File: config.mk
export PLATFORM = sky130hd
export DESIGN_NAME = top_level
export DESIGN_NICKNAME = d
export VERILOG_FILES = /design/src/rtl/top_level.sv
export SDC_FILE = /design/constraint.sdc
export NUM_CORES = 1
export LEC_CHECK = 0
export BUFFER_PORTS_ARGS = -buffer_cell sky130_fd_sc_hd__buf_2
export CELL_PAD_IN_SITES_DETAIL_PLACEMENT = 1
export CELL_PAD_IN_SITES_GLOBAL_PLACEMENT = 2
export CORE_AREA = 2 2 275 250
export DETAILED_ROUTE_END_ITERATION = 8
export DIE_AREA = 0 0 277 252
export HOLD_SLACK_MARGIN = 0.02
export PLACE_DENSITY_LB_ADDON = 0.1
export REMOVE_ABC_BUFFERS = 1
export SYNTH_ARGS = -nofsm -noshare
export SYNTH_HDL_FRONTEND = slang
export SYNTH_SLANG_ARGS = --single-unit
File: constraint.sdc
create_clock -name clk -period 9.1 [get_ports clk]
set_input_delay 0 -clock clk [delete_from_list [all_inputs] [get_ports clk]]
set_output_delay 0 -clock clk [all_outputs]
set_load 0.03 [all_outputs]
File: src/rtl/top_level.sv
// Accumulator CPU: loadable program memory, 16-entry register file,
// single-cycle execute with debug taps on architectural state.
module top_level #(
  parameter int SIZE      = 8,
  parameter int DATA_SIZE = 16,
  parameter int ADDR_SIZE = 5
) (
  input  logic                 clk,
  input  logic                 rstn,
  input  logic                 W,
  input  logic                 OVERWRITE,
  input  logic [ADDR_SIZE-1:0] ADDR,
  input  logic [DATA_SIZE-1:0] DATA_WR,
  output logic [ADDR_SIZE-1:0] PC_OUT,
  output logic [SIZE-1:0]      ACC_OUT,
  output logic                 C_FLAG,
  output logic                 Z_FLAG,
  output logic                 HALT
);

  localparam int DEPTH = 1 << ADDR_SIZE;
  localparam logic [SIZE:0] ALU_ONE = (SIZE+1)'(1);
  localparam logic [ADDR_SIZE-1:0] PC_ONE = ADDR_SIZE'(1);

  typedef enum logic [3:0] {
    OP_NOP = 4'd0,
    OP_ADD = 4'd1,
    OP_SUB = 4'd2,
    OP_AND = 4'd3,
    OP_OR  = 4'd4,
    OP_XOR = 4'd5,
    OP_INC = 4'd6,
    OP_DEC = 4'd7,
    OP_NOT = 4'd8,
    OP_ST  = 4'd9,
    OP_JMP = 4'd10,
    OP_HLT = 4'd15
  } op_e;

  logic [DATA_SIZE-1:0] r_mem [DEPTH];
  logic [SIZE-1:0]      r_rf  [16];
  logic [ADDR_SIZE-1:0] r_pc;
  logic [SIZE-1:0]      r_acc;
  logic                 r_c;
  logic                 r_z;
  logic                 r_halt;

  logic [DATA_SIZE-1:0] w_ins;
  op_e                  w_op;
  logic [3:0]           w_mop;
  logic [3:0]           w_l;
  logic [3:0]           w_r;
  logic [SIZE-1:0]      w_a;
  logic [SIZE-1:0]      w_b;
  logic [SIZE:0]        w_alu;
  logic                 w_alu_en;
  logic                 w_rf_we;
  logic [SIZE-1:0]      w_rf_wd;
  logic                 w_jmp;
  logic                 w_hlt;
  logic [ADDR_SIZE-1:0] w_jt;
  logic                 w_run;

  assign w_ins = r_mem[r_pc];
  assign w_op  = op_e'(w_ins[15:12]);
  assign w_mop = w_ins[11:8];
  assign w_l   = w_ins[7:4];
  assign w_r   = w_ins[3:0];
  assign w_a   = r_rf[w_l];
  assign w_b   = r_rf[w_r];
  assign w_jt  = ADDR_SIZE'({w_l, w_r});
  assign w_run = !W && !r_halt;

  // Bit SIZE of w_alu is the carry, or the borrow for subtraction.
  always_comb begin
    w_alu    = '0;
    w_alu_en = 1'b0;
    w_rf_we  = 1'b0;
    w_rf_wd  = '0;
    w_jmp    = 1'b0;
    w_hlt    = 1'b0;
    case (w_op)
      OP_ADD: begin
        w_alu_en = 1'b1;
        w_alu    = {1'b0, w_a} + {1'b0, w_b};
      end
      OP_SUB: begin
        w_alu_en = 1'b1;
        w_alu    = {1'b0, w_a} - {1'b0, w_b};
      end
      OP_AND: begin
        w_alu_en = 1'b1;
        w_alu    = {1'b0, w_a & w_b};
      end
      OP_OR: begin
        w_alu_en = 1'b1;
        w_alu    = {1'b0, w_a | w_b};
      end
      OP_XOR: begin
        w_alu_en = 1'b1;
        w_alu    = {1'b0, w_a ^ w_b};
      end
      OP_INC: begin
        w_alu_en = 1'b1;
        w_alu    = {1'b0, w_a} + ALU_ONE;
      end
      OP_DEC: begin
        w_alu_en = 1'b1;
        w_alu    = {1'b0, w_a} - ALU_ONE;
      end
      OP_NOT: begin
        w_alu_en = 1'b1;
        w_alu    = {1'b0, ~w_a};
      end
      OP_ST: begin
        case (w_mop)
          4'd0: begin
            w_rf_we = 1'b1;
            w_rf_wd = w_b;
          end
          4'd1: begin
            w_rf_we = 1'b1;
            w_rf_wd = r_acc;
          end
          4'd2: begin
            w_rf_we = 1'b1;
            w_rf_wd = SIZE'(w_r);
          end
          default: ;
        endcase
      end
      OP_JMP: w_jmp = 1'b1;
      OP_HLT: w_hlt = 1'b1;
      default: ;
    endcase
  end

  always_ff @(posedge clk or negedge rstn) begin
    if (!rstn) begin
      for (int i = 0; i < DEPTH; i++) r_mem[i] <= '0;
    end else if (W && OVERWRITE) begin
      r_mem[ADDR] <= DATA_WR;
    end
  end

  always_ff @(posedge clk or negedge rstn) begin
    if (!rstn) begin
      for (int i = 0; i < 16; i++) r_rf[i] <= '0;
    end else if (w_run && w_rf_we) begin
      r_rf[w_l] <= w_rf_wd;
    end
  end

  always_ff @(posedge clk or negedge rstn) begin
    if (!rstn) begin
      r_pc   <= '0;
      r_acc  <= '0;
      r_c    <= 1'b0;
      r_z    <= 1'b0;
      r_halt <= 1'b0;
    end else if (W) begin
      r_pc   <= '0;
      r_halt <= 1'b0;
    end else if (!r_halt) begin
      if (w_alu_en) begin
        r_acc <= w_alu[SIZE-1:0];
        r_c   <= w_alu[SIZE];
        r_z   <= (w_alu[SIZE-1:0] == '0);
      end
      if (w_hlt)
        r_halt <= 1'b1;
      else if (w_jmp)
        r_pc <= w_jt;
      else
        r_pc <= r_pc + PC_ONE;
    end
  end

  assign PC_OUT  = r_pc;
  assign ACC_OUT = r_acc;
  assign C_FLAG  = r_c;
  assign Z_FLAG  = r_z;
  assign HALT    = r_halt;

endmodule

==> results.cfg, run 1 <==
[yosys]
synth_fa_ha_area_share_pct = 1.00
synthArstFlopShare_pct = 100
synth_xor_area_share_pct = 0.317
postSynthAreaPerCell_sq_um = 13.4
synth-seq-cells = 656
yosys_warnings = 0
yosys.area_share.simple_pct = 5.49
syn_inst = 2469
synth_edf_count = 0
synth_ff_type = dfrtp_1
synth_top_family_by_area = multiplexers
synth_top_area_share_pct = 49.5
synth.mux.area_fraction_pct = 34.5
synth_compound_area_share_pct = 5.60
syn_area_sq_um = 33100
seq_area_frac_synth_pct = 49.5
netlist_top_cells_area = dfrtp_1, mux2_2, mux2i_1, mux4_2, mux4_1
synth_top_cell_by_area = dfrtp_1
yosysUniqueCellTypes = 81

[placed_design]
place_ws_ns = 1.96
port_buffers = 40
dp_hpwl_microns = 64000
gp_congestion = 0.858

[global_route]
grt_pass1_vias = 22700
grt_max_degree = 169
grt_use_total_pct = 28.5
antenna_found_initial = 2
grt_overflow = 0
grt_pass1_wl_microns = 149000

[pwr]
p_per_area_nw_per_um2 = 300
total_leakage_power_nw = 17.1
ir_drop_mv = 0.361

[worst_hold_path]
holdPathStages = 2
min_to = r_mem[224]
min_from = DATA_WR[0]
hp-class = input port to flip-flop

[detailed_routing]
wl_microns = 98500
antenna_left = 0
vias = 21200
viasPerCell = 6.24
drcViolationCount = 0
drt-pass1-iter-count = 7
wl_per_cell_microns = 28.9
dr.first_iter.drc_count = 1479

[clocking]
cts_tree = done
postCtsSetupBuffers = 0
path_clk_slew_ns = 0.06
cts_made_buffers = 73
root_buffer = clkbuf_16
cts_sinks = 656
worstSkewPairLatency_ns = 0.62
htree_levels = 3
clockBufferDepth = 3
cts-resized-gates = 0

[sta]
finalSetupViolCount = 0
finalClockSkew_ns = 0.0194
worstMarginPinSlew_ns = 1.40
slew_viol_final = 0
worst_slack_ns = 1.85
fin_crit_ns = 7.25
fin_hold_ws_ns = 0.0519
post-route-period-util_pct = 79.7
rsz0062_at_grt = false
slew_headroom_pct = 6.50
hold_viol = 0
timing.fmax_mhz = 138

[die]
placementRows = 90
core_region_area_sq_um = 66700
num_io_pins = 41
chipHeight_microns = 252
die_w_microns = 277
start_util_pct = 49.7
die-area_sq_um = 69800

[layout]
post-route-util_pct = 54.9
drive_gt1_share_pct = 39.6
final_common_cell = mux2_2
area_growth_pct = 10.4
final_cell_mix = mux2_2, dfrtp_1, mux2i_1
fin_nets = 2527

[worst_setup_path]
reg2reg_slack_ns = 1.85
ff2ff_path_depth = 23
worstReg2RegStart = PC_OUT[1]
crit_required_ns = 9.65
crit_arrival_ns = 7.80
r2r-end = Z_FLAG
critPathKind = flip-flop to flip-flop
start_kind = flip-flop
end_kind = flip-flop
critical_path_peak_fanout = 56

[run]
cap_violations = 0

[outcome]
status = complete, no violations
[flip-flops by register name, indices dropped and copies added (netlist names)]
register  cells
Z_FLAG        1
ACC_OUT       8
r_mem       512
PC_OUT        5
C_FLAG        1
r_rf        128
HALT          1
[stage by stage]
step           instances  instance area (sq um)  TNS, ns  power, mW
2_1_floorplan       2284                  32100   -25.10       6.68
3_3_place_gp        3260                  34000        0       7.89
3_5_place_dp        3260                  34000        0       7.98
4_1_cts             3404                  36600        0       11.0
5_1_grt             3404                  36600        0       11.6
6_report            3405                  36600        0       11.0
[per-layer routing]
layer	routed length (microns)	share of wire [%]	global-route usage [%]
met2	44600	45	43.8
met1	46300	47	41.5
met5	13	0.013	0
met3	5290	5.4	5.98
met4	2250	2.3	7.10
[layout make-up]
class,instances,area (sq um)
fillers,6462,30100
flip-flops and latches,656,16400
multi-input cells,1587,15600
clock buffers,111,2200
well taps,874,1090
repair buffers,117,851
clock inverters,18,215
inverters,41,154
diodes,1,2.50
[critical path, cell delays in order (launching register included)]
cell	delay, ns
dfrtp_4	1.05
buf_4	0.48
mux2i_1	0.14
a22oi_1	0.26
a21oi_1	0.11
buf_4	0.22
or4_1	0.89
buf_4	0.36
o211ai_1	0.20
a41oi_1	0.15
a21oi_2	0.53
a21o_1	0.21
o21ai_0	0.09
ha_1	0.35
nor2b_1	0.16
o21ai_0	0.17
nand2b_1	0.11
a21o_1	0.19
a21o_1	0.19
xnor2_1	0.14
nor2_1	0.05
or3_1	0.40
a2111oi_0	0.40
a32o_1	0.24
[cell usage after synthesis (all sizes together), types with 18 or more instances]
master and count:
nor3 38, nand2 110, ha 25, o21ai 44, mux2i 201, mux4 75, buf 71, nand3 24
mux2 670, o211ai 18, nor2 79, o22ai 18, inv 41, nor2b 18, clkbuf 114, dfrtp 656
a21oi 43, a22oi 47
[where the power goes]
part	switching (mW)	internal, mW	leakage (nW)
clock	1.23	1.76	1.19
sequential	0.261	3.25	8.77
combinational	2.69	1.79	7.14
[kinds of logic after synthesis]
kind of cell / after synthesis
xor+xnor: 12
compound gates: 267
flops: 656
fa+ha+maj: 26
buf+inv: 226
simple gates: 336
mux: 946
[repair_timing]
| item | in CTS | in global routing |
|---|---|---|
| setup endpoints to repair | 0 | 0 |
| endpoints found under the hold margin | 177 | 0 |
| hold buffers | 15 | 0 |
[how the worst max path moves through the flow]
stage               cells after the start  slack, ns     end      start
global route                           22       1.47  Z_FLAG  PC_OUT[1]
detailed placement                     24       1.96  Z_FLAG  PC_OUT[0]
floorplan                              23      -2.00  Z_FLAG  PC_OUT[1]
global placement                       25       2.08  Z_FLAG  PC_OUT[1]
CTS                                    24       1.92  Z_FLAG  PC_OUT[0]
finish                                 23       1.85  Z_FLAG  PC_OUT[1]
(Power assumes the default switching activity.)
==> run 2: changes to the inputs <==
CORE_AREA = 2 2 286 260   (was 2 2 275 250)
DIE_AREA = 0 0 288 262   (was 0 0 277 252)
clock period = 6.9 ns   (was 9.1 ns; I/O delays follow)
==> results.cfg, run 2 (same netlist as run 1, synthesis figures left out) <==
[outcome]
status = complete, no violations

[die]
core_region_area_sq_um = 72400
num_io_pins = 41
die-area_sq_um = 75500
start_util_pct = 45.7
die_w_microns = 288
chipHeight_microns = 262
placementRows = 94

[pwr]
power.switching_mw = 5.61
power_frac_clock_pct = 27.1
report.power.total_mw = 14.8
p_per_area_nw_per_um2 = 400
seq_power_share_pct = 31.0
swShare_pct = 37.8
combPwrFrac_pct = 41.9
total_leakage_power_nw = 17.3
internal_power_mw = 9.21
ir_drop_mv = 0.351

[layout]
final_cell_mix = mux2_2, dfrtp_1, mux2i_1
diodes = 0
area_growth_pct = 11.9
final_common_cell = mux2_2
largest_reg_flops = 512
max_flop_register = r_mem
drive_gt1_share_pct = 40.4
fin_area_sq_um = 37100
fin_nets = 2555
stdcell_count = 3520

[worst_setup_path]
crit_required_ns = 7.45
reg2reg_slack_ns = 0.35
end_kind = flip-flop
path_delay_family = simple AND/OR/NAND/NOR gates
critical_path_peak_fanout = 44
start_kind = flip-flop
ff2ff_path_depth = 22
cp_slowest_stage_delay_ns = 0.85
crit_chain = buf_12, mux4_2, mux2i_1, nor2_1, or4_1, nand2_1, o22ai_1, a221oi_1, mux2i_1, buf_4, ha_1, fa_1, nor2b_1, o21ai_0, nand2b_1, a21o_1, a21o_1, xnor2_1, nor2_1, or3_1, a2111oi_0, a32o_1
critPathKind = flip-flop to flip-flop
worst-path-buf-inv = 2
slowest_stage = dfrtp_4
crit_arrival_ns = 7.11
worstReg2RegStart = PC_OUT[1]
r2r-end = Z_FLAG

[global_route]
top_usage_layer = met2
grt_use_total_pct = 27.1
globalRouteMet3Util_pct = 4.18
grt_pass1_vias = 22500
grt_overflow = 0
use_met1_pct = 39.7
use_met2_pct = 42.8
antenna_found_initial = 0
grt_max_degree = 187
grt_pass1_wl_microns = 152000

[worst_hold_path]
hp-class = input port to flip-flop
holdPathStages = 2
min_to = r_mem[494]
min_from = DATA_WR[14]

[sta]
fin_crit_ns = 6.55
slew_headroom_pct = 11.0
timing.fmax_mhz = 153
hold_viol = 0
worstMarginPinSlew_ns = 1.33
slew_viol_final = 0
post-route-period-util_pct = 95.0
finalClockSkew_ns = 0.0187
finalSetupViolCount = 0
rsz0062_at_grt = false

[placed_design]
dp_hpwl_microns = 64500
gp_congestion = 0.826
placedInstanceArea_sq_um = 34400
dpl.cell_count = 3373
port_buffers = 40

[run]
cap_violations = 0

[clocking]
cts_made_buffers = 74
cts_sinks = 656
clockBufferDepth = 3
cts_tree = done
root_buffer = clkbuf_16
path_clk_slew_ns = 0.06
htree_levels = 3
postCtsSetupBuffers = 0
worstSkewPairLatency_ns = 0.63

[detailed_routing]
viasPerCell = 5.96
vias = 21000
wl_microns = 100000
drt-pass1-iter-count = 5
antenna_left = 0
wl_per_cell_microns = 28.4
dr.first_iter.drc_count = 1416
drcViolationCount = 0
[run 2: cell types whose count changed in the layout (fill, tap and decap cells not counted), sizes merged]
cell | before | now
buf | 102 | 129
clkinv | 10 | 19
clkbuf | 111 | 108
clkinvlp | 2 | 0
inv | 44 | 42
bufinv | 3 | 4
diode | 1 | 0
[run 2: final cells by class]
class	count	area, sq um
Clock buffer	108	2170
Timing Repair Buffer	144	1140
Inverter	41	154
Tap cell	960	1200
Clock inverter	24	323
Multi-Input combinational cell	1587	15700
Fill cell	7203	35400
Sequential cell	656	16400
[run 2: through the flow]
step	hold slack (ns)	setup TNS [ns]	util (%)	setup slack (ns)
global route	0.0531	0	51.2	0.0207
floorplan	-0.296	-332.76	-	-4.20
finish	0.0497	0	51.2	0.347
detailed placement	0.201	0	47.5	0.411
global placement	0.179	0	47.5	0.502
CTS	0.0240	0	51.2	0.382
[run 2: what timing repair did]
item,in CTS,in global routing
endpoints found under the setup margin,0,1
hold buffers,15,0
hold endpoints to repair,330,0
gates resized for setup,0,3
[run 2: power groups by stage]
stage               logic (mW)  registers, mW  clock network (mW)
finish                    6.21           4.60                4.02
global route              6.73           4.65                4.27
CTS                       6.21           4.60                4.11
detailed placement        6.16           4.66                   0
global placement          6.06           4.62                   0
floorplan                 4.06           4.74                   0
[run 2: how the worst max path moves through the flow]
stage / startpoint / endpoint / slack (ns) / cells past startpoint
6_report: PC_OUT[1] / Z_FLAG / 0.35 / 22
5_1_grt: PC_OUT[1] / Z_FLAG / 0.02 / 22
4_1_cts: PC_OUT[0] / Z_FLAG / 0.38 / 22
3_5_place_dp: PC_OUT[0] / Z_FLAG / 0.41 / 22
3_3_place_gp: PC_OUT[1] / Z_FLAG / 0.50 / 22
2_1_floorplan: PC_OUT[1] / Z_FLAG / -4.20 / 23
[run 2: routing by layer]
| metal | share of wire, % | routed length [microns] |
|---|---|---|
| met1 | 48 | 47600 |
| met2 | 46 | 46500 |
| met3 | 3.9 | 3880 |
| met4 | 2.0 | 2030 |
| met5 | 0 | 0 |
==> run 3: changes to the inputs <==
CORE_AREA = 2 2 300 272   (was 2 2 286 260)
DIE_AREA = 0 0 302 274   (was 0 0 288 262)
clock period = 5.5 ns   (was 6.9 ns; I/O delays follow)
==> results.cfg, run 3 (same netlist as run 1, synthesis figures left out) <==
[worst_setup_path]
crit_chain = buf_8, mux4_2, mux4_2, mux2i_4, buf_12, buf_8, and2b_2, buf_6, o211ai_1, nand4_1, mux2i_4, buf_6, nor2_2, nand4b_1, xnor2_1, o22ai_1, ha_1, buf_6, a21o_1, a21oi_2, xor2_1, o221ai_2, buf_4, mux2_2
start_kind = flip-flop
slowest_stage = mux4_2
critical_path_peak_fanout = 7
path_delay_family = multiplexers
end_kind = flip-flop
critPathKind = flip-flop to flip-flop
cp_slowest_stage_delay_ns = 0.54
crit_arrival_ns = 6.11
worst-path-buf-inv = 7
crit_required_ns = 6.01
crit_top_cell = buf_6

[layout]
final_cell_mix = mux2_2, dfrtp_1, buf_4
max_flop_register = r_mem
final_common_cell = mux2_2
fin_area_sq_um = 39300
largest_reg_flops = 512
area_growth_pct = 18.7
drive_gt1_share_pct = 46.6
diodes = 0
fin_nets = 2749
nFillCells = 7940

[detailed_routing]
wl_microns = 106000
dr.first_iter.drc_count = 1363
wl_met1_microns = 50900
routed-wl-met2_microns = 49800
drcViolationCount = 0
met3WireLength_microns = 3320
vias = 21900
viasPerCell = 5.75
wl_per_cell_microns = 27.8
top_layer_used = met4
antenna_left = 0
drt-pass1-iter-count = 5

[worst_hold_path]
hp-class = input port to async pin

[pwr]
ir_drop_mv = 0.518
power.switching_mw = 7.85
combPwrFrac_pct = 49.7
swShare_pct = 36.7
seq_power_share_pct = 26.6
total_leakage_power_nw = 18.4
p_per_area_nw_per_um2 = 544
internal_power_mw = 13.5
power_frac_clock_pct = 23.6

[run]
cap_violations = 0

[global_route]
grt_use_total_pct = 25.9
grt_overflow = 0
grt_pass1_vias = 23900
antenna_found_initial = 0
grt_max_degree = 154
grt_pass1_wl_microns = 160000

[clocking]
htree_levels = 3
cts_made_buffers = 73
root_buffer = clkbuf_16
cts_sinks = 656
worstSkewPairLatency_ns = 0.63
path_clk_slew_ns = 0.06
clockBufferDepth = 3
cts_tree = done

[outcome]
failed_checks = setup timing
status = complete, but fails checks

[sta]
finalSetupTns_ns = -0.185
slew_viol_final = 0
finalSetupViolCount = 2
finalClockSkew_ns = 0.0264
worstMarginPinSlew_ns = 1.14
timing.fmax_mhz = 178
hold_viol = 0
fin_crit_ns = 5.60
worst_slack_ns = -0.103
rsz0062_at_grt = true
post-route-period-util_pct = 102
slew_headroom_pct = 23.7

[die]
placementRows = 99
chipHeight_microns = 274
start_util_pct = 41.4
die-area_sq_um = 82700
die_w_microns = 302
num_io_pins = 41
core_region_area_sq_um = 80100

[placed_design]
dp_hpwl_microns = 71300
port_buffers = 40
placedInstanceArea_sq_um = 36100
gp_congestion = 0.873
==> run 3: area by class of cell <==
cell class	instances	area [sq um]	share of cell area, %
Clock buffer	108	2170	5.52
Clock inverter	22	305	0.776
Inverter	41	154	0.391
Multi-Input combinational cell	1587	15900	40.4
Sequential cell	656	16400	41.8
Tap cell	1060	1330	3.37
Timing Repair Buffer	339	3050	7.76
==> run 3: repair_timing <==
item                                    4_1_cts  5_1_grt
setup buffers                                12       13
pin swaps                                    30       21
hold buffers                                 10        0
endpoints found under the setup margin        6        6
resized for setup                            66       32
endpoints found under the hold margin       225        0
cloned                                        1        1
==> run 3: power by group through the flow <==
| stage | registers (mW) | clock network, mW | logic (mW) |
|---|---|---|---|
| floorplan | 5.95 | 0 | 5.10 |
| global placement | 5.76 | 0 | 9.28 |
| detailed placement | 5.81 | 0 | 9.42 |
| CTS | 5.70 | 5.19 | 10.1 |
| global route | 5.77 | 5.36 | 11.4 |
| finish | 5.70 | 5.06 | 10.6 |
==> run 3: worst register-to-register path: stages (launching register included) <==
cell and delay [ns]:
dfrtp_4 0.47, buf_8 0.16, mux4_2 0.49, mux4_2 0.54
mux2i_4 0.19, buf_12 0.15, buf_8 0.11, and2b_2 0.26
buf_6 0.12, o211ai_1 0.08, nand4_1 0.22, mux2i_4 0.42
buf_6 0.17, nor2_2 0.04, nand4b_1 0.20, xnor2_1 0.15
o22ai_1 0.10, ha_1 0.34, buf_6 0.13, a21o_1 0.18
a21oi_2 0.13, xor2_1 0.21, o221ai_2 0.16, buf_4 0.17
mux2_2 0.24
==> run 3: through the flow <==
step                power [mW]  utilization (%)  hold WS (ns)  cells  setup WS [ns]
finish                    21.4             49.1        0.0255   3813         -0.103
global route              22.5             49.1        0.0753   3813         -0.224
CTS                       21.0             48.8        0.0205   3799        0.00359
detailed placement        15.2             45.1        0.0953   3646         -0.556
global placement          15.0             45.1        0.0813   3646         -0.437
floorplan                 11.0                -        -0.296   2284          -5.60
==> run 3: final timing paths <==
kind | startpoint | endpoint | slack [ns] | cells past startpoint
setup / recovery | PC_OUT[0] | ACC_OUT[7] | -0.10 | 24
max in group asynchronous | rstn | r_rf[124] | 4.06 | 3
hold reg to reg | r_mem[345] | r_mem[345] | 0.50 | 1
setup reg to reg | PC_OUT[0] | ACC_OUT[7] | -0.10 | 24
min in group clk | DATA_WR[4] | r_mem[148] | 0.05 | 2
hold / removal | rstn | r_mem[188] | 0.03 | 2
==> run 3: per-layer routing <==
| layer | track usage [%] | up-vias |
|---|---|---|
| met5 | 0 | - |
| met4 | 5.39 | 0 |
| met3 | 3.04 | 121 |
| met2 | 42.0 | 353 |
| met1 | 37.4 | 11900 |
| li1 | - | 9597 |
